[config.mk]
export PLATFORM = sky130hd
export DESIGN_NAME = product_serializer
export DESIGN_NICKNAME = d
export VERILOG_FILES = /design/src/rtl/product_serializer.sv
export SDC_FILE = /design/constraint.sdc
export NUM_CORES = 1
export LEC_CHECK = 0
export BUFFER_PORTS_ARGS = -buffer_cell sky130_fd_sc_hd__buf_2
export CELL_PAD_IN_SITES_DETAIL_PLACEMENT = 1
export CELL_PAD_IN_SITES_GLOBAL_PLACEMENT = 2
export CORE_ASPECT_RATIO = 0.8
export CORE_MARGIN = 5
export CORE_UTILIZATION = 41
export DETAILED_ROUTE_END_ITERATION = 6
export PLACE_DENSITY_LB_ADDON = 0.25
export SETUP_SLACK_MARGIN = 0.1
export SKIP_CTS_REPAIR_TIMING = 1
export SYNTH_ARGS = -nofsm -noshare
export SYNTH_HDL_FRONTEND = slang
export SYNTH_SLANG_ARGS = --single-unit
export TNS_END_PERCENT = 5
[constraint.sdc]
create_clock -name clk -period 3.25 [get_ports clk]
set_input_delay 0.4875 -clock clk [delete_from_list [all_inputs] [get_ports clk]]
set_output_delay 0.4875 -clock clk [all_outputs]
set_load 0.02 [all_outputs]
[src/rtl/product_serializer.sv]
// product_serializer - captures a WIDTH-bit result word and shifts it out one bit per valid/ready transfer.
// One pending slot lets the next word queue behind the word that is shifting.
module product_serializer #(
  parameter int WIDTH     = 37,
  parameter bit MSB_FIRST = 1'b0,
  parameter int CNT_W     = 16
) (
  input  logic             clk,
  input  logic             rst_n,
  input  logic             load_valid,
  output logic             load_ready,
  input  logic [WIDTH-1:0] par_data,
  output logic             ser_valid,
  input  logic             ser_ready,
  output logic             ser_data,
  output logic             ser_last,
  output logic             busy,
  output logic [CNT_W-1:0] words_sent
);

  localparam int BW = (WIDTH > 1) ? $clog2(WIDTH) : 1;
  localparam logic [BW-1:0] LAST_IDX = BW'(WIDTH - 1);

  typedef enum logic {IDLE, SHIFT} state_t;

  state_t           state, state_nxt;
  logic [WIDTH-1:0] shreg, shreg_nxt;
  logic [WIDTH-1:0] pend, pend_nxt;
  logic             pend_valid, pend_valid_nxt;
  logic [BW-1:0]    bit_cnt, bit_cnt_nxt;
  logic [CNT_W-1:0] words_sent_nxt;
  logic             load_acc, xfer, last_bit;

  assign load_ready = !pend_valid;
  assign load_acc   = load_valid && load_ready;
  assign ser_valid  = (state == SHIFT);
  assign last_bit   = (bit_cnt == LAST_IDX);
  assign ser_data   = ser_valid && (MSB_FIRST ? shreg[WIDTH-1] : shreg[0]);
  assign ser_last   = ser_valid && last_bit;
  assign xfer       = ser_valid && ser_ready;
  assign busy       = ser_valid || pend_valid;

  always_ff @(posedge clk or negedge rst_n) begin
    if (!rst_n) begin
      state      <= IDLE;
      shreg      <= '0;
      pend       <= '0;
      pend_valid <= 1'b0;
      bit_cnt    <= '0;
      words_sent <= '0;
    end else begin
      state      <= state_nxt;
      shreg      <= shreg_nxt;
      pend       <= pend_nxt;
      pend_valid <= pend_valid_nxt;
      bit_cnt    <= bit_cnt_nxt;
      words_sent <= words_sent_nxt;
    end
  end

  always_comb begin
    state_nxt      = state;
    shreg_nxt      = shreg;
    pend_nxt       = pend;
    pend_valid_nxt = pend_valid;
    bit_cnt_nxt    = bit_cnt;
    words_sent_nxt = words_sent;
    case (state)
      IDLE: begin
        if (load_acc) begin
          shreg_nxt   = par_data;
          bit_cnt_nxt = '0;
          state_nxt   = SHIFT;
        end
      end
      SHIFT: begin
        if (xfer && last_bit) begin
          // Refill from the pending slot first, then a same-cycle load, so words run back to back.
          words_sent_nxt = words_sent + 1'b1;
          bit_cnt_nxt    = '0;
          if (pend_valid) begin
            shreg_nxt      = pend;
            pend_valid_nxt = 1'b0;
          end else if (load_acc) begin
            shreg_nxt = par_data;
          end else begin
            state_nxt = IDLE;
          end
        end else begin
          if (xfer) begin
            shreg_nxt   = MSB_FIRST ? (shreg << 1) : (shreg >> 1);
            bit_cnt_nxt = bit_cnt + 1'b1;
          end
          if (load_acc) begin
            pend_nxt       = par_data;
            pend_valid_nxt = 1'b1;
          end
        end
      end
      default: state_nxt = IDLE;
    endcase
  end

endmodule

Word-level counts from Yosys, hierarchy flattened
Cells that the tools add are included.
{"block": "op_classes", "eq_ne": 3, "reduce_logical": 12, "bitwise_logic": 2, "n_addsub": 2, "n_mux": 15}
{"cell": "$mux W37", "count": 4}
{"cell": "$pmux W37 S2", "count": 1}
{"cell": "$mux W6", "count": 3}
{"cell": "$add A16 B1 Y16 const B", "count": 1}
{"cell": "$pmux W6 S2", "count": 1}
{"cell": "$add A6 B1 Y6 const B", "count": 1}
{"cell": "$eq A6 B6 Y1 const B", "count": 1}
{"cell": "$reduce_and A2 Y1", "count": 3}
{"cell": "$logic_and A1 B1 Y1", "count": 5}
{"cell": "$mux W1", "count": 5}
{"cell": "$ne A3 B1 Y1 const B", "count": 1}
{"cell": "$reduce_and A3 Y1", "count": 1}
{"cell": "$ne A2 B2 Y1 const B", "count": 1}
{"cell": "$not A1 Y1", "count": 2}
{"cell": "$pmux W1 S2", "count": 1}
{"cell": "$reduce_bool A2 Y1", "count": 1}
{"cell": "$logic_not A1 Y1", "count": 1}
{"cell": "$logic_or A1 B1 Y1", "count": 1}
{"block": "word_totals", "input_bits": 41, "output_inout_bits": 21, "register_bits": 98, "wordCells": 40}

Depth between registers and ports, before layout
{"block": "depth", "word_depth": 6, "depth_mapped": 8, "ltp_nobuf": 6}

Worst setup path before layout
OpenSTA, ideal clock, no wires.
{"block": "synth_timing", "path_type": "register to output", "start": "register bit_cnt[0]", "end": "output ser_last", "n_path_buf": 0, "t_required_ns": 2.762, "t_arrival_ns": 1.387, "path_stages_with_launch": 6, "setup_slack_ns": 1.376, "path_cell_list": "dfrtp_1 -> inv_1 -> ha_1 -> nor4bb_1 -> nand2_1 -> nor2_1"}
{"block": "synth_via", "elab_chain_cells": 2}
{"item": "start, declared", "line": "30", "text": "logic [BW-1:0] bit_cnt, bit_cnt_nxt;"}
{"item": "start signal, assigned", "line": "56", "text": "bit_cnt <= bit_cnt_nxt;"}
{"item": "$eq A6 B6 Y1", "line": "37", "text": "assign last_bit = (bit_cnt == LAST_IDX);"}
{"item": "$logic_and A1 B1 Y1", "line": "39", "text": "assign ser_last = ser_valid && last_bit;"}
{"item": "end, declared", "line": "16", "text": "output logic ser_last,"}
Every way passes these cells.

Worst setup path in the final report
{"block": "layout_timing", "start": "register bit_cnt[1]", "end": "output ser_last"}
Same word-level chain as after synthesis.

==> impl_metrics.csv <==
group,metric,value,unit
cells_and_area,fin_nets,620,
status,status,"finished clean",
synthesis,yosysWarnings,0,
placement,gp_routability_congestion,0.793,
synthesis,synth-seq-cells,98,
routing,wire_per_inst,19.1,um
synthesis,yosys-mux-area-fraction,0.208,
clock_tree,clk_path_buf_depth,2,
cells_and_area,diodes,0,
synthesis,synth_nets,578,
sta,slew_viol_final,0,
flow_run,maxCapViolCount,0,
worst_setup_path,crit_path_max_incr_delay,410,ps
synthesis,synth_cell_types,42,
placement,post-dp-hpwl,9030,um
floorplanning,core,13000,sq um
clock_tree,cts.clk_slew.worst_paths,70,ps
cells_and_area,syn_to_final_growth,13.1,%
synthesis,syn_avg_cell_area,10.2,sq um
synthesis,synth-main-ff-cell,"dfrtp_1",
clock_tree,htreeDepth,3,
cells_and_area,layout-drive-gt1-share,0.229,
routing,vias,4288,
global_route,busiest_layer,"met2",
worst_setup_path,crit_type,"flop to output port",
global_route,grtUsageTotal,0.189,
floorplanning,ioPinCount,62,
clock_tree,cts_tree,"yes",
sta,setup_tns,0,ps
routing,drt_first_iter_violations,264,
floorplanning,start_util,0.422,
global_route,grt_max_degree,78,
floorplanning,dieWidth,139,um
sta,max_freq,0.427,GHz
cells_and_area,fin_cells,756,
placement,placed_area,5910,sq um
synthesis,yosysSeqAreaShare,0.449,
global_route,grt_pass1_wl,24100,um
worst_setup_path,rr_worst_depth,7,
worst_setup_path,reg2reg_to,"pend[36]",
sta,hold_violations,0,
power,power.density,639,nW/um^2
global_route,use_met2,0.325,
power,leakagePower,3.07,nW
sta,period_needed,2340,ps
placement,dp.cells,740,
routing,routed_wl,14500,um
synthesis,synth_area,5470,sq um
sta,final-setup-viol-count,0,
worst_setup_path,r2r-start,"bit_cnt[1]",
clock_tree,clkSinkCount,98,
synthesis,synth_compound_area_frac,0.156,
synthesis,ys_async_sr_fraction,1.00,
sta,slew_headroom,0.365,
synthesis,synth_fa_ha_area_frac,0.00687,
global_route,grtUsageMet3,0.0473,
worst_setup_path,worstPathArrival,1850,ps
routing,first_pass_iters,4,
cells_and_area,final_cell_mix,"dfrtp_1 (97), nand2_1 (94), o21ai_0 (75)",
clock_tree,cts_buffers,9,
cells_and_area,final_common_cell,"dfrtp_1",
floorplanning,dieArea,15800,sq um
worst_setup_path,slowest_stage,"dfrtp_1",
placement,pre_cts_ws,927,ps
worst_setup_path,crit_required,2760,ps
min_path,min_path_type,"input port to asynchronous set/reset pin",
clock_tree,clock_latency,350,ps
worst_setup_path,cp-start-kind,"flop",
power,ir_drop,0.000338,V
global_route,grt_overflow_total,0,
worst_setup_path,cp_cell_sequence,"inv_1 -> ha_1 -> nor4bb_1 -> nand2_1 -> nor2_1 -> buf_2",
sta,fin_ws,910,ps
global_route,grt_util_met1,0.245,
synthesis,synthCells,534,
sta,min_period_over_period,0.720,
worst_setup_path,end_kind,"output port",
routing,viasPerCell,5.67,
synthesis,synth_xor_area_frac,0.0256,
synthesis,yosys.area_share.simple,0.114,
floorplanning,rows,37,
sta,skew,10.9,ps
worst_setup_path,r2r_slack,920,ps
routing,drc,0,
global_route,antenna_found_initial,0,
clock_tree,cts_root_buf,"clkbuf_16",
synthesis,synth_top_family_by_area,"multiplexers",
worst_setup_path,cp_max_fo,4,
routing,final_antenna_net_count,0,
floorplanning,die_y,113,um
global_route,grt_pass1_vias,4578,
synthesis,synth_edf_count,0,
sta,rsz0062_at_grt,"false",
cells_and_area,stdcell_area,6180,sq um
placement,portBuffers,61,
sta,tightest_slew,944,ps
==> final cells by class <==
type / instances / area, sq um
inverter: 7 / 26.3
multi-input combinational: 389 / 2800
tap: 175 / 219
timing repair buffer: 71 / 408
clock inverter: 2 / 12.5
sequential: 98 / 2450
fill: 1437 / 6780
clock buffer: 14 / 264
==> worst max-delay path: cells and delay by family, from the launching register on <==
| family | cells | cell delay, ps |
|---|---|---|
| simple gates | 3 | 620 |
| flops | 1 | 410 |
| buf+inv | 2 | 270 |
| fa+ha+maj | 1 | 200 |
==> cells by family after synthesis <==
kind of cell / count (synthesis)
AO/OA/AOI/OAI: 128
XOR/XNOR: 16
adder cells (fa/ha/maj): 3
buffers and inverters: 47
flip-flops: 98
multiplexers: 109
AND/OR/NAND/NOR: 133
==> how the worst max path moves through the flow <==
| stage | from | to | slack (ps) | cells past startpoint |
|---|---|---|---|---|
| after floorplan | bit_cnt[0] | ser_last | 1380 | 5 |
| after global placement | bit_cnt[0] | pend[21] | 1000 | 7 |
| after detailed placement | bit_cnt[0] | pend[17] | 930 | 7 |
| after CTS | bit_cnt[1] | ser_last | 870 | 6 |
| after global routing | bit_cnt[1] | ser_last | 740 | 6 |
| final | bit_cnt[1] | ser_last | 910 | 6 |
==> synthesized netlist by cell type (4+ instances only) <==
cell type | instances | share of area
mux2i_1 | 72 | 0.13
nand3_1 | 11 | 0.010
dfrtp_1 | 98 | 0.45
buf_6 | 4 | 0.0082
nand4_1 | 4 | 0.0046
nor2_1 | 7 | 0.0048
nand2_1 | 94 | 0.065
a21oi_1 | 6 | 0.0055
a221o_1 | 36 | 0.066
o21ai_0 | 75 | 0.069
mux2_2 | 37 | 0.076
xnor2_1 | 13 | 0.021
clkbuf_1 | 19 | 0.013
buf_2 | 14 | 0.013
inv_1 | 6 | 0.0041
==> sequential cells by signal, summed over array words and instances, names as in the netlist <==
signal and cells:
ser_valid 1, words_sent 16, shreg 37, pend_valid 1, pend 37, bit_cnt 6
==> per-layer routing <==
layer	wire length, um	up-vias
li1	-	2020
met1	6800	2200
met2	7070	63
met3	517	5
met4	80	0
met5	0	-
==> through the flow <==
stage	total power [mW]	hold slack (ps)	util
global placement	2.89	461	0.456
finish	3.95	198	0.477
CTS	4.00	221	0.477
detailed placement	2.96	462	0.456
floorplan	2.65	192	-
global route	4.23	253	0.477
==> power breakdown <==
| part | total [mW] | switching, mW | internal [mW] |
|---|---|---|---|
| Clock | 1.03 | 0.466 | 0.562 |
| Sequential | 1.77 | 0.226 | 1.54 |
| Combinational | 1.16 | 0.586 | 0.569 |
Note: power is estimated with default switching activity, not from simulation.
